$ cat src/rtl/yc_pkg.sv
// Shared token encoding and controller states for the red-cell port.
// A Morphle wire pair carries 00 for empty, 01 for zero, 10 for one; 11 never occurs legally.
package yc_pkg;

    localparam logic [1:0] TK_EMPTY   = 2'b00;
    localparam logic [1:0] TK_ZERO    = 2'b01;
    localparam logic [1:0] TK_ONE     = 2'b10;
    localparam logic [1:0] TK_ILLEGAL = 2'b11;

    typedef enum logic [1:0] {
        IDLE    = 2'd0,
        DRIVE   = 2'd1,
        RELEASE = 2'd2,
        ERROR   = 2'd3
    } state_t;

    function automatic logic is_data(input logic [1:0] tk);
        return (tk == TK_ZERO) || (tk == TK_ONE);
    endfunction

    function automatic logic [1:0] bit_to_token(input logic b);
        return b ? TK_ONE : TK_ZERO;
    endfunction

endpackage

$ cat src/rtl/yc_tok_sync.sv
// Brings the asynchronous 2-wire token from the column into the clock domain and
// only passes on values seen identically on two consecutive clocks.
module yc_tok_sync
    import yc_pkg::*;
#(
    parameter int SYNC_STAGES = 2
) (
    input  logic       clk,
    input  logic       reset,
    input  logic [1:0] col_back,
    output logic [1:0] bq
);

    logic [SYNC_STAGES-1:0][1:0] stages;
    logic [1:0]                  bs;
    logic [1:0]                  bs_prev;

    assign bs = stages[SYNC_STAGES-1];

    // The two wires of a token may settle at slightly different times, so a
    // transient code is dropped unless it persists for two samples.
    always_ff @(posedge clk or posedge reset) begin
        if (reset) begin
            stages  <= '0;
            bs_prev <= TK_EMPTY;
            bq      <= TK_EMPTY;
        end else begin
            stages  <= {stages[SYNC_STAGES-2:0], col_back};
            bs_prev <= bs;
            if (bs == bs_prev) begin
                bq <= bs;
            end
        end
    end

endmodule

$ cat src/rtl/yc_redport.sv
// Red cell: feeds single bits from a valid/ready stream into the top of a Morphle
// column as 2-wire tokens and returns the column result on a second stream.
module yc_redport
    import yc_pkg::*;
#(
    parameter int SYNC_STAGES = 2,
    parameter int TIMEOUT_W   = 16,
    parameter int TIMEOUT     = 1000
) (
    input  logic       clk,
    input  logic       reset,
    input  logic       in_valid,
    output logic       in_ready,
    input  logic       in_bit,
    output logic       res_valid,
    input  logic       res_ready,
    output logic       res_bit,
    output logic       err,
    output logic       col_uempty,
    output logic [1:0] col_out,
    input  logic [1:0] col_back
);

    localparam logic [TIMEOUT_W-1:0] TO_LAST = TIMEOUT_W'(TIMEOUT - 1);
    localparam logic [TIMEOUT_W-1:0] CNT_MAX = '1;

    state_t               state;
    logic [TIMEOUT_W-1:0] counter;
    logic [1:0]           bq;
    logic                 live;
    logic                 timed_out;

    yc_tok_sync #(
        .SYNC_STAGES(SYNC_STAGES)
    ) u_sync (
        .clk     (clk),
        .reset   (reset),
        .col_back(col_back),
        .bq      (bq)
    );

    assign col_uempty = 1'b0;
    assign timed_out  = (TIMEOUT != 0) && (counter == TO_LAST);

    // live holds in_ready low while reset is asserted and for the first edge after it.
    assign in_ready = live && (state == IDLE) && !res_valid && (bq == TK_EMPTY);

    always_ff @(posedge clk or posedge reset) begin
        if (reset) begin
            state     <= IDLE;
            col_out   <= TK_EMPTY;
            res_valid <= 1'b0;
            res_bit   <= 1'b0;
            err       <= 1'b0;
            counter   <= '0;
            live      <= 1'b0;
        end else begin
            live <= 1'b1;
            if (res_valid && res_ready) begin
                res_valid <= 1'b0;
            end
            case (state)
                IDLE: begin
                    col_out <= TK_EMPTY;
                    if (in_valid && in_ready) begin
                        col_out <= bit_to_token(in_bit);
                        counter <= '0;
                        state   <= DRIVE;
                    end
                end
                // A result can only be set here while the buffer is known empty.
                DRIVE: begin
                    if (is_data(bq)) begin
                        res_bit   <= bq[1];
                        res_valid <= 1'b1;
                        col_out   <= TK_EMPTY;
                        counter   <= '0;
                        state     <= RELEASE;
                    end else if ((bq == TK_ILLEGAL) || timed_out) begin
                        col_out <= TK_EMPTY;
                        err     <= 1'b1;
                        state   <= ERROR;
                    end else if (counter != CNT_MAX) begin
                        counter <= counter + 1'b1;
                    end
                end
                RELEASE: begin
                    col_out <= TK_EMPTY;
                    if (bq == TK_EMPTY) begin
                        state <= IDLE;
                    end else if ((bq == TK_ILLEGAL) || timed_out) begin
                        err   <= 1'b1;
                        state <= ERROR;
                    end else if (counter != CNT_MAX) begin
                        counter <= counter + 1'b1;
                    end
                end
                ERROR: begin
                    col_out <= TK_EMPTY;
                    err     <= 1'b1;
                end
                default: begin
                    col_out <= TK_EMPTY;
                    state   <= IDLE;
                end
            endcase
        end
    end

endmodule

$ cat config.mk
export PLATFORM = sky130hd
export DESIGN_NAME = yc_redport
export DESIGN_NICKNAME = d
export VERILOG_FILES = /design/src/rtl/yc_pkg.sv /design/src/rtl/yc_tok_sync.sv /design/src/rtl/yc_redport.sv
export SDC_FILE = /design/constraint.sdc
export NUM_CORES = 1
export LEC_CHECK = 0
export ABC_AREA = 1
export CAP_MARGIN = 25
export CORE_MARGIN = 2
export CORE_UTILIZATION = 45
export CTS_CLUSTER_SIZE = 30
export DETAILED_ROUTE_END_ITERATION = 6
export DONT_BUFFER_PORTS = 1
export GPL_TIMING_DRIVEN = 0
export PLACE_DENSITY = 0.57
export SYNTH_ARGS = -nofsm -noshare
export SYNTH_HDL_FRONTEND = slang
export SYNTH_SLANG_ARGS = --single-unit
$ cat constraint.sdc
create_clock -name clk -period 2.3 [get_ports clk]
set_input_delay 0.46 -clock clk [delete_from_list [all_inputs] [get_ports clk]]
set_output_delay 0.46 -clock clk [all_outputs]
set_load 0.02 [all_outputs]
==> results.md, run 1 <==
- CTS Hold Bufs: 0
- XOR/XNOR share of the synthesized area: 0.438%
- Warnings from Yosys: 0
- Crit path required time: 1.84 ns
- Starting DRT DRC Count: 114
- Clock tree root buffer cell: clkbuf_8
- Clk_lat worst skew: 0.28 ns
- Placed instance area: 2090 µm²
- Compound-cell area share of the yosys netlist: 4.57%
- Count leader, synth: nand2_1
- Mapped Cells: 281
- Fraction of registers with async set or reset after synthesis: 100%
- Synth area leader: dfrtp_1
- Min Hold Slack: 0.0793 ns
- Die area: 4990 µm²
- RSZ-0062 raised after global routing: no
- Worst-margin pin slew: 0.686 ns
- DR WL/cell: 12.6 µm
- Status: completed
- Syn Nets: 296
- Final slew viol count: 0
- Max Cap Viol: 0
- Starting Density: 46.2%
- Post-synth EDFFs: 0
- DRC: 0
- CTS tree: done
- Final setup viols: 0
- Post-synth top cells: nand2_1 (66), nor2_1 (60), inv_1 (34), dfrtp_1 (32), nand4_1 (23)
- Worst path slowest cell: nor3_1
- GRT busiest layer: met2
- Die Ht: 70.6 µm
- Cell area after layout: 2200 µm²
- Post-Synth Adder-Cell Area: 5.01%
- FMAX: 477 MHz
- Critical path class: reg -> out
- Max FO, Critical Path: 3
- Worst-path clk slew: 0.07 ns
- Port Buffers: 0
- Via density: 5.13
- CTS buffer count: 5
- First-pass DRT Iterations: 4
- Post-placement cell count: 334
- Hold crit path type: in -> async
- Distinct cells, synth: 25
- Number of global-route vias before repair: 1603
- Nets: 304
- Final Cycle Share: 91.1%
- Post-layout util: 50.9%
- VDD IR max: 0.367 mV
- Total Wirelength: 4.32 mm
- Most used DFF post-synth: dfrtp_1
- Fin cells: 342
- Arrival @ worst endpoint: 1.64 ns
- Rows: 24
- Main combinational cell family by area after synthesis: simple AND/OR/NAND/NOR gates
- Flop-to-flop setup slack: 0.41 ns
- Power per standard cell area: 559 nW/µm²
- Critical path startpoint category: flip-flop
- Diodes inserted: 0
- Final min period: 2.10 ns
- Largest stage delay, worst path: 0.54 ns
- IO Pins: 14
- GRT overflow: 0
- Hold Vio Cnt, Final: 0
- Overall Global Routing Usage: 19.7%
- Pin count of the biggest net entering global routing: 23
- TritonCTS Sinks: 32
- Initial antenna violation count: 0
- Post-CTS setup buffers: 0
- Final Worst Setup Slack: 0.204 ns
- First-pass GRT wire length: 7.71 mm
- Largest cells by area after synthesis: dfrtp_1 (40%), nand2_1 (12%), nor2_1 (11%)
- Vias: 1755
- Syn Area/Cell: 7.11 µm²
- Crit-path cells: inv_1 > ha_1 > nand2_1 > nor3_1
- Yosys reg bits: 32
- Sum Neg Setup Slack: 0 ns
- Routability cong.: 0.831
- Total power: 1.23 mW
- Layout cell share with drive strength beyond 1: 9.66%
- Post-route ant nets: 0
- Simple-gate area share of the yosys netlist: 41.1%
- Met3 Use GR: 4.42%
- GR Layer Usage met1: 28.3%
- Mux share of post-synthesis cell area: 0%
- Resized cells post-CTS: 0
- Register area share after synthesis: 40.1%
- Synthesized area: 2000 µm²
- H-Tree Depth: 2
- Pleak: 1.07 nW
- CTS Buffer Depth: 2
- Yosys top cell area share: 40.1%
- Clock skew: 0.00240 ns
- Area delta synth->final: 10.2%
- Critical Path End Type: output pin
- Worst slew margin relative to its limit: 53.9%
- Core box area: 4320 µm²
- Die width: 70.6 µm
- Met2 Track Usage GR: 29.4%
- Post-DP HPWL: 3.27 mm
- Dpl ws: 0.417 ns
## routing by layer
| layer | vias to the layer above | wire length, µm |
|---|---|---|
| met3 | 7 | 108 |
| met4 | 0 | 67 |
| li1 | 910 | - |
| met2 | 15 | 1920 |
| met1 | 823 | 2230 |
| met5 | - | 0 |
## cells by family after synthesis
family,count (synthesis)
xor+xnor,1
fa+ha+maj,8
flops,32
simple gates,180
buf+inv,41
compound gates,17
other cells,2
## registers in the layout (all words and copies together) (netlist names)
signal	flops
res_bit	1
u_sync.bs_prev	2
state	2
u_sync.bq	2
counter	16
u_sync.bs	2
live	1
res_valid	1
col_out	2
u_sync.stages	2
err	1
## placed cells by master, fill, tap and decap left out, types with 2 or more instances in the layout
master    synthesis  layout
nand2_1          66      66
nor2_1           60      60
inv_1            34      34
dfrtp_1          32      32
nand4_1          23      23
nand3_1          14      14
o21ai_0          13      13
ha_1              8       8
clkbuf_8          0       5
nor2_4            4       4
nand2_2           3       3
buf_2             3       3
nor2_2            3       3
nor3_1            3       3
nand2_4           2       2
a21oi_1           2       2
conb_1            2       2
## worst max-delay path, delay by kind of cell (launching register included)
family / cells / cell delay (ns)
buf+inv: 1 / 0.10
simple gates: 2 / 0.63
fa+ha+maj: 1 / 0.23
flops: 1 / 0.39
## where the power goes
| group | switching, mW | internal, mW | total (mW) |
|---|---|---|---|
| logic | 0.0723 | 0.0327 | 0.105 |
| registers | 0.00728 | 0.576 | 0.583 |
| clock network | 0.223 | 0.320 | 0.544 |
## worst paths after layout
path | from | end | cells past startpoint
min reg2reg | u_sync.stages[1] | u_sync.bs[1] | 0
max reg2reg | u_sync.bq[1] | counter[6] | 12
max | u_sync.bq[1] | in_ready | 4
min | reset | col_out[1] | 1
max in group asynchronous | reset | col_out[0] | 2
min in group clk | col_back[0] | u_sync.stages[0] | 0
## final cells by class
type,instances,area [µm²]
multi-input combinational,208,1030
clock buffer,5,68.8
timing repair buffer,1,27.5
inverter,36,135
fill,457,2120
buffer,5,33.8
sequential,32,801
clock inverter,3,42.5
tap,52,65.1
No activity file was read; power rests on OpenSTA's default activity.
==> run 2: changes to the inputs <==
--- a/config.mk
+++ b/config.mk
@@ -5,7 +5,6 @@
 export SDC_FILE = /design/constraint.sdc
 export NUM_CORES = 1
 export LEC_CHECK = 0
-export ABC_AREA = 1
 export CAP_MARGIN = 25
 export CORE_MARGIN = 2
 export CORE_UTILIZATION = 45
==> run 2 against run 1 <==
Effect of this change:
- global-route usage fell by 1.2 points
- combinational power rose to 6.7 times the previous value
- sequential share of layout area rose by 4.6 points
- register-to-register slack got worse by 0.35 ns
- non-clock buffer count rose by 4
- critical path type is now reg -> reg
- fmax fell by 6.5%
- flip-flop and latch count did not move
- hold slack got worse by 0.032 ns
- die area fell by 15%
- sequential power rose by 23%
==> results.md, run 2 <==
- Status: completed
- Fraction of registers with async set or reset after synthesis: 100% (unchanged)
- CTS Hold Bufs: 0 (unchanged)
- Post-synth EDFFs: 0 (unchanged)
- TritonCTS Sinks: 32 (unchanged)
- IO Pins: 14 (unchanged)
- Count leader, synth: dfrtp_1
- Reg2reg path depth: 6 (-6)
- Hold crit path type: in -> async
- First-pass GRT wire length: 5.82 mm (-25%)
- Clk_lat worst skew: 0.29 ns (about the same)
- Critical path class: reg -> reg
- Max FFs per register: 16 (unchanged)
- Critical path startpoint category: flip-flop
- Warnings from Yosys: 0 (unchanged)
- Pleak: 0.826 nW (-23%)
- H-Tree Depth: 2 (unchanged)
- Post-route ant nets: 0 (unchanged)
- GRT overflow: 0 (unchanged)
- CTS buffer count: 5 (unchanged)
- FMAX: 446 MHz (-6.5%)
- First-pass DRT Iterations: 4 (unchanged)
- Worst-path clk slew: 0.08 ns (about the same)
- Total power: 1.87 mW (+52%)
- Routability cong.: 0.858 (+3.3%)
- Reg-to-Reg Start: state[1]
- Commonest cells after routing, fill and taps aside: dfrtp_1 (31), nand2_1 (17), a21oi_1 (12)
- DRC: 0 (unchanged)
- Die area: 4260 µm² (-15%)
- Crit path launch: state[1]
- Diodes inserted: 0 (unchanged)
- DR WL/cell: 14.7 µm (+16%)
- Nets: 199 (-35%)
- Initial antenna violation count: 0 (unchanged)
- Layout cell share with drive strength beyond 1: 18.9% (+9.3 points)
- Final Cycle Share: 97.5% (+6.4 points)
- Clock tree root buffer cell: clkbuf_8
- Overall Global Routing Usage: 18.5% (-1.2 points)
- Number of global-route vias before repair: 1243 (-22%)
- Cell area after layout: 1960 µm² (-11%)
- Arrival @ worst endpoint: 2.46 ns (+0.82 ns)
- Starting Density: 46.5% (+0.24 points)
- VDD IR max: 0.526 mV (+43%)
- Crit path required time: 2.52 ns (+0.68 ns)
- Clock skew: 0.00618 ns (+0.00378 ns)
- Core box area: 3630 µm² (-16%)
- RSZ-0062 raised after global routing: yes
- Rows: 22 (-8.3%)
- Largest cells by area after synthesis: dfrtp_1 (47%), ha_1 (5.9%), a21oi_1 (4.4%)
- Mapped Cells: 171 (-39%)
- Register area share after synthesis: 47.4% (+7.4 points)
- Final Worst Setup Slack: 0.0571 ns (-0.147 ns)
- Hold Vio Cnt, Final: 0 (unchanged)
- Syn Nets: 186 (-37%)
- Dpl ws: -0.0186 ns (-0.435 ns)
- Final slew viol count: 0 (unchanged)
- Pin count of the biggest net entering global routing: 25 (+8.7%)
- Max FO, Critical Path: 7 (+4)
- Syn Area/Cell: 9.87 µm² (+39%)
- Post-DP HPWL: 2.42 mm (-26%)
- Synthesized area: 1690 µm² (-16%)
- Final setup viols: 0 (unchanged)
- Most used DFF post-synth: dfrtp_1
- Starting DRT DRC Count: 106 (-7.0%)
- Port Buffers: 0 (unchanged)
- Max Cap Viol: 0 (unchanged)
- Critical Path End Type: flip-flop
- Distinct cells, synth: 42 (+68%)
- Commonest non-fill, non-tap cell in the layout: dfrtp_1
- CTS tree: done
- Worst-margin pin slew: 0.509 ns (-0.176 ns)
- Final min period: 2.24 ns (+0.147 ns)
- Post-synth top cells: dfrtp_1 (32), nand2_1 (17), a21oi_1 (15), ha_1 (8), nand2b_1 (8)
- CTS Buffer Depth: 2 (unchanged)
- Power per standard cell area: 957 nW/µm² (+71%)
- Vias: 1338 (-24%)
- Die Ht: 65.2 µm (-7.6%)
- Yosys top cell area share: 47.4% (+7.4 points)
- Area delta synth->final: 15.9%
- Placed instance area: 1780 µm² (-15%)
- Yosys reg bits: 32 (unchanged)
- Synth area leader: dfrtp_1
- Via density: 5.74 (+12%)
- Die width: 65.2 µm (-7.6%)
- Worst slew margin relative to its limit: 65.7% (+12 points)
- Post-layout util: 53.8% (+2.9 points)
- Total Wirelength: 3.42 mm (-21%)
- Most flop-heavy register: counter
run 2: cells by family after synthesis:
| logic type | Yosys count | synth area share, % |
|---|---|---|
| DFF | 32 | 47.4 |
| AOI/OAI and AO/OA | 35 | 13.3 |
| adders and majority gates | 8 | 5.93 |
| and+or+nand+nor | 75 | 25.3 |
| other | 2 | 0.445 |
| muxes | 3 | 1.85 |
| buffers and inverters | 11 | 3.11 |
| xor gates and xnor gates | 5 | 2.59 |
run 2: final cells by class:
class / instances / area, µm²
repair buffers: 6 / 65.1
clock buffers: 5 / 68.8
clock inverters: 3 / 23.8
plain buffers: 4 / 27.5
well taps: 48 / 60.1
inverters: 7 / 26.3
fillers: 328 / 1680
multi-input cells: 128 / 882
flip-flops and latches: 32 / 802
run 2: path summary, 6_finish.rpt:
check / slack (ns) / to
max in group asynchronous: 1.79 / state[1]
setup reg to reg: 0.06 / counter[7]
min in group clk: 0.20 / u_sync.stages[1]
hold / removal: 0.05 / counter[6]
setup / recovery: 0.06 / counter[7]
hold reg to reg: 0.36 / u_sync.bs[0]
run 2: critical path, stage by stage (launching register included):
cell	delay, ns
dfrtp_2	0.45
ha_1	0.22
a211o_1	0.28
a21o_4	0.22
or3_4	0.37
or4_4	0.49
a21oi_2	0.15
run 2: per-layer routing:
layer / global-route usage, % / wire length (µm) / vias to the layer above
met2: 26.5 / 1560 / 44
li1: - / - / 648
met1: 24.6 / 1580 / 638
met4: 11.2 / 81 / 0
met3: 5.31 / 206 / 8
met5: 0 / 0 / -
run 2: metrics by stage:
step	setup TNS (ns)	cells	hold WS [ns]
6_report	0	233	0.0471
3_5_place_dp	-0.0358	220	0.336
2_1_floorplan	0	171	0.331
4_1_cts	0	231	0.0557
3_3_place_gp	0	219	0.343
5_1_grt	-0.0294	233	0.0780
run 2: timing repair:
item / in CTS / in global routing
pin swaps: 0 / 2
buffers inserted: 3 / 2
setup endpoints to repair: 10 / 12
gates resized for setup: 1 / 15
run 2: power breakdown:
group	switching (mW)	internal, mW	leakage (nW)	total (mW)
logic	0.412	0.289	0.370	0.701
clock network	0.239	0.214	0.0404	0.453
registers	0.0898	0.628	0.416	0.718
